===== src/rtl/enc42_pkg.sv =====
// Shared types and constants for the enc42_rr registered 4-to-2 encoder.
//   idx2_t    : 2-bit line index / code
//   MODE_PRIO : multi-hot resolved by fixed priority (IN3 highest)
//   MODE_RR   : multi-hot resolved round-robin
//   PTR_RST   : round-robin pointer reset value
package enc42_pkg;

    typedef logic [1:0] idx2_t;

    localparam int unsigned MODE_PRIO = 0;
    localparam int unsigned MODE_RR   = 1;

    localparam idx2_t PTR_RST = 2'd3;

endpackage


===== src/rtl/enc42_rr_if.sv =====
// Request/code bundle for enc42_rr.
//   en        : sample enable
//   clr       : synchronous clear of err
//   in0..in3  : request lines (one-hot select bus)
//   out1/out2 : registered code MSB/LSB
//   vld       : last sample held at least one request
//   err       : a multi-hot sample was seen
// master drives requests and reads the code; slave is the encoder.
interface enc42_rr_if;
    logic en;
    logic clr;
    logic in0;
    logic in1;
    logic in2;
    logic in3;
    logic out1;
    logic out2;
    logic vld;
    logic err;

    modport master (
        output en, clr, in0, in1, in2, in3,
        input  out1, out2, vld, err
    );

    modport slave (
        input  en, clr, in0, in1, in2, in3,
        output out1, out2, vld, err
    );
endinterface


===== src/rtl/rr_pick4.sv =====
// Combinational 4-request picker.
//   req     : request vector, bit k = line k
//   ptr     : last granted index (round-robin only)
//   mode    : 0 = highest index wins, 1 = first high line searching up from ptr+1
//   gnt_idx : granted index (0 when no request)
//   any     : at least one request
//   multi   : two or more requests
module rr_pick4
    import enc42_pkg::*;
(
    input  logic [3:0] req,
    input  idx2_t      ptr,
    input  logic       mode,
    output idx2_t      gnt_idx,
    output logic       any,
    output logic       multi
);

    always_comb begin
        idx2_t idx;
        logic  found;
        gnt_idx = '0;
        found   = 1'b0;
        idx     = '0;
        if (mode) begin
            // Offsets 1..4 from ptr; 2-bit add wraps 3 -> 0.
            for (int i = 0; i < 4; i++) begin
                idx = ptr + idx2_t'(i + 1);
                if (!found && req[idx]) begin
                    gnt_idx = idx;
                    found   = 1'b1;
                end
            end
        end else begin
            // Later iterations overwrite, so the highest index wins.
            for (int i = 0; i < 4; i++) begin
                if (req[i]) begin
                    gnt_idx = idx2_t'(i);
                end
            end
        end
    end

    assign any   = |req;
    assign multi = ($countones(req) > 1);

endmodule


===== src/rtl/enc42_rr.sv =====
// Registered 4-to-2 encoder with multi-hot detection.
//   clk  : rising-edge clock
//   rst  : asynchronous active-high reset
//   bus  : enc42_rr_if slave (en, clr, in0..in3 in; out1, out2, vld, err out)
// Parameters:
//   MODE   : MODE_PRIO (fixed priority) or MODE_RR (round-robin)
//   STICKY : 1 = err holds until clr, 0 = err tracks the latest sample
// All outputs come straight from flops; latency is one cycle.
module enc42_rr
    import enc42_pkg::*;
#(
    parameter int unsigned MODE   = MODE_PRIO,
    parameter int unsigned STICKY = 1
) (
    input logic       clk,
    input logic       rst,
    enc42_rr_if.slave bus
);

    logic [3:0] req;
    idx2_t      gnt_idx;
    logic       any;
    logic       multi;

    idx2_t code_q, code_d;
    idx2_t ptr_q, ptr_d;
    logic  vld_q, vld_d;
    logic  err_q, err_d;

    assign req = {bus.in3, bus.in2, bus.in1, bus.in0};

    rr_pick4 u_pick (
        .req     (req),
        .ptr     (ptr_q),
        .mode    (MODE == MODE_RR),
        .gnt_idx (gnt_idx),
        .any     (any),
        .multi   (multi)
    );

    always_comb begin
        code_d = code_q;
        ptr_d  = ptr_q;
        vld_d  = vld_q;
        err_d  = err_q;
        if (bus.en) begin
            vld_d = any;
            // An empty sample keeps the old code and pointer.
            if (any) begin
                code_d = gnt_idx;
                if (MODE == MODE_RR) begin
                    ptr_d = gnt_idx;
                end
            end
            if (STICKY != 0) begin
                if (multi) begin
                    err_d = 1'b1;
                end
            end else begin
                err_d = multi;
            end
        end
        // A multi-hot sample on the same edge beats the clear.
        if (bus.clr && !(bus.en && multi)) begin
            err_d = 1'b0;
        end
    end

    always_ff @(posedge clk or posedge rst) begin
        if (rst) begin
            code_q <= '0;
            ptr_q  <= PTR_RST;
            vld_q  <= 1'b0;
            err_q  <= 1'b0;
        end else begin
            code_q <= code_d;
            ptr_q  <= ptr_d;
            vld_q  <= vld_d;
            err_q  <= err_d;
        end
    end

    assign bus.out1 = code_q[1];
    assign bus.out2 = code_q[0];
    assign bus.vld  = vld_q;
    assign bus.err  = err_q;

endmodule

===== src/flat_wrapper.sv =====
// flat-port wrapper written by rule: the top's interface ports become plain ports
module enc42_rr_flat import enc42_pkg::*;
#(
    parameter int unsigned MODE   = MODE_PRIO,
    parameter int unsigned STICKY = 1
)
  (clk, rst, bus_en, bus_clr, bus_in0, bus_in1, bus_in2, bus_in3, bus_out1, bus_out2, bus_vld, bus_err);
  enc42_rr_if bus_i ();
  input logic clk;
  input logic rst;
  input wire logic [$bits(bus_i.en)-1:0] bus_en;
  input wire logic [$bits(bus_i.clr)-1:0] bus_clr;
  input wire logic [$bits(bus_i.in0)-1:0] bus_in0;
  input wire logic [$bits(bus_i.in1)-1:0] bus_in1;
  input wire logic [$bits(bus_i.in2)-1:0] bus_in2;
  input wire logic [$bits(bus_i.in3)-1:0] bus_in3;
  output wire logic [$bits(bus_i.out1)-1:0] bus_out1;
  output wire logic [$bits(bus_i.out2)-1:0] bus_out2;
  output wire logic [$bits(bus_i.vld)-1:0] bus_vld;
  output wire logic [$bits(bus_i.err)-1:0] bus_err;
  assign bus_i.en = bus_en;
  assign bus_i.clr = bus_clr;
  assign bus_i.in0 = bus_in0;
  assign bus_i.in1 = bus_in1;
  assign bus_i.in2 = bus_in2;
  assign bus_i.in3 = bus_in3;
  assign bus_out1 = bus_i.out1;
  assign bus_out2 = bus_i.out2;
  assign bus_vld = bus_i.vld;
  assign bus_err = bus_i.err;
  enc42_rr #(.MODE(MODE), .STICKY(STICKY)) u_core (.clk(clk), .rst(rst), .bus(bus_i));
endmodule

===== config.mk =====
export PLATFORM = sky130hd
export DESIGN_NAME = enc42_rr_flat
export DESIGN_NICKNAME = d
export VERILOG_FILES = /design/src/rtl/enc42_pkg.sv /design/src/rtl/enc42_rr_if.sv /design/src/rtl/rr_pick4.sv /design/src/rtl/enc42_rr.sv /design/src/flat_wrapper.sv
export SDC_FILE = /design/constraint.sdc
export NUM_CORES = 1
export LEC_CHECK = 0
export ABC_AREA = 1
export BUFFER_PORTS_ARGS = -buffer_cell sky130_fd_sc_hd__buf_2
export CAP_MARGIN = 20
export CORE_AREA = 2 2 39 41
export DETAILED_ROUTE_END_ITERATION = 10
export DIE_AREA = 0 0 41 43
export PLACE_DENSITY = 0.42
export SLEW_MARGIN = 20
export SYNTH_ARGS = -nofsm -noshare
export SYNTH_HDL_FRONTEND = slang
export SYNTH_SLANG_ARGS = --single-unit

===== constraint.sdc =====
create_clock -name clk -period 0.8 [get_ports clk]
set_clock_uncertainty 0.15 [all_clocks]
set_input_delay 0.16 -clock clk [delete_from_list [all_inputs] [get_ports clk]]
set_output_delay 0.16 -clock clk [all_outputs]
set_load 0.01 [all_outputs]

==> impl_metrics.yaml <==
sta:
  report.final.slew_viol_count: 0
  fmax_mhz: 965
  rsz0062_at_grt: "true"
  layout_setup_ws_ns: -0.236
  tightest_slew_ns: 0.147
  hold_viol: 0
  fin_crit_sh_pct: 129
  maxSlewHeadroom_pct: 90.2
  period_minus_slack_ns: 1.04
  finalSetupViolations: 7
  tns_ns: -1.20
  whs_ns: 0.0272
global_route:
  grt_first_pass_wirelength_um: 876
  grt_overflow: 0
  antenna_found_initial: 0
  grt_pass1_vias: 252
  grt_usage_pct: 7.74
  grt_start_max_net_pins: 6
synthesis:
  yosysUniqueCellTypes: 9
  yosys.area_share.xor_xnor_pct: 0
  synthAdderAreaFrac_pct: 18.2
  yosys-mux-area-fraction_pct: 0
  synth_top_family_by_area: "simple AND/OR/NAND/NOR gates"
  synth_seq_cells: 4
  postSynthAreaPerCell_um2: 7.99
  ys_seq_area_share_pct: 40.4
  syn_inst: 31
  yosysWarnings: 0
  synth_area_um2: 248
  syn_nets: 42
  synth-compound-area-share_pct: 4.04
  yosys.area_share.simple_pct: 25.3
final_layout:
  antenna-diode-count: 0
  n_fill_cell: 147
  final_net_count: 66
  seqCellArea_um2: 100
  final_cell_mix: "buf_2, nand2_1, inv_1, buf_4"
  mostFrequentLayoutCell: "buf_2"
  post-route-cell-area_um2: 488
  multi_input_comb_area_um2: 150
  drive_gt1_share_pct: 56.6
  areaGrowthSynthToFinish_pct: 97.0
  fin_util_pct: 35.3
clock_tree:
  cts.sinks: 4
  htreeDepth: 1
  path_clk_slew_ns: 0.04
  insertion_delay_ns: 0.23
  cts_tree: "built"
  clockRootBuffer: "clkbuf_4"
  numCtsBuffers: 3
  ctsLongestPathBuffers: 2
worst_setup_path:
  end_kind: "primary output"
  rr_worst_depth: 3
  arrival_ns: 0.73
  r2r_end: "u_core.code_q[1]"
  cp_data_required_time_ns: 0.49
  crit_slowest_cell: "dfrtp_1"
  start_kind: "flip-flop"
  reg2reg_from: "u_core.code_q[1]"
  path_buf_inv: 1
  rrSetupSlack_ns: -0.05
  slowest_delay_ns: 0.36
  worst-path-stages: 1
  path_cells: "buf_2"
  path_class: "reg2out"
  crit_fanout: 2
  critical-path-top-delay-family: "flip-flops"
power_and_ir_drop:
  peakVddDrop_v: 0.000417
  leakage_nw: 0.267
  cellPowerDensity_nw_per_um2: 1380
die:
  initial_utilization_pct: 17.9
  boundaryPins: 12
  die_y_um: 43
  dieArea_um2: 1760
  coreArea_um2: 1380
  rows: 14
  die_x_um: 41
hold_path:
  holdCritStartpoint: "bus_clr"
  min_path_cells: 4
  min_to: "u_core.bus.err"
  hp-class: "in2reg"
routing:
  via_per_inst: 3.57
  drtIter0Drc: 0
  wire_per_inst_um: 7.61
  ant_nets: 0
  routed_wl_um: 525
  drc: 0
  drtPass1Iterations: 1
  via_count: 246
placement:
  placed_area_um2: 390
  dp_slack_ns: -0.502
  port_buffers: 11
  place_congestion: 0.585
  hpwlAfterDp_um: 426
status:
  violations: "negative setup slack"
  status: "complete, but fails checks"
flow_run:
  drv_cap: 0
==> where the power goes <==
part,switching [W],total [W],internal (W)
clock,0.0000706,0.000238,0.000167
combinational,0.0000931,0.000201,0.000108
sequential,0.00000873,0.000234,0.000225
total,0.000172,0.000672,0.000500
==> per-layer routing <==
metal | global-route usage (%) | vias to the layer above | share of wire (%)
li1 | - | 135 | -
met5 | 0 | - | 0
met2 | 10.6 | 12 | 46
met3 | 3.14 | 0 | 12
met1 | 8.06 | 99 | 41
met4 | 8.00 | 0 | 0
==> cell type report <==
type | count | area share [%]
multi-input cells | 19 | 30.8
flip-flops and latches | 4 | 20.5
repair buffers | 19 | 30.3
clock buffers | 3 | 4.62
inverters | 8 | 9.74
well taps | 16 | 4.10
==> cells in the mapped netlist <==
master	instances	area share [%]
dfrtp_1	4	40
nand3_1	2	4.0
inv_1	8	12
fa_1	1	8.1
nand2_2	2	5.0
nand2_1	9	14
ha_1	2	10
o21ai_0	2	4.0
nor2_2	1	2.5
==> worst max-delay path by stage <==
| stage | startpoint | end | slack [ns] |
|---|---|---|---|
| after floorplan | bus_in0 | u_core.bus.err | -0.30 |
| after global placement | bus_in0 | u_core.bus.err | -0.49 |
| after detailed placement | bus_in0 | u_core.bus.err | -0.50 |
| after CTS | u_core.code_q[1] | bus_out1 | -0.25 |
| after global routing | u_core.code_q[0] | bus_out2 | -0.27 |
| final | u_core.code_q[1] | bus_out1 | -0.24 |
==> through the flow <==
stage / power (W) / std cells
final: 0.000672 / 69
after global routing: 0.000723 / 69
after CTS: 0.000677 / 69
after detailed placement: 0.000390 / 63
after global placement: 0.000389 / 63
after floorplan: 0.000310 / 31
==> registers in the layout, indices dropped and copies added, names as in the netlist <==
signal / cells
u_core.bus.err: 1
u_core.bus.vld: 1
u_core.code_q: 2
==> cells by family after synthesis <==
logic type	Yosys count
adders and majority gates	3
DFF	4
buffers and inverters	8
AOI/OAI and AO/OA	2
and+or+nand+nor	14
==> what timing repair did <==
item,in CTS,in global routing
pin swaps,4,0
endpoints found under the setup margin,8,8
gates resized for setup,11,4
cloned,0,0
hold buffers,1,0
setup buffers,2,0
endpoints found under the hold margin,4,0
==> worst reg2reg max path: stages, from the launching register on <==
cell     delay, ns
dfrtp_1       0.36
buf_4         0.13
nand2_2       0.05
nand2_1       0.04
(Power assumes the default switching activity.)
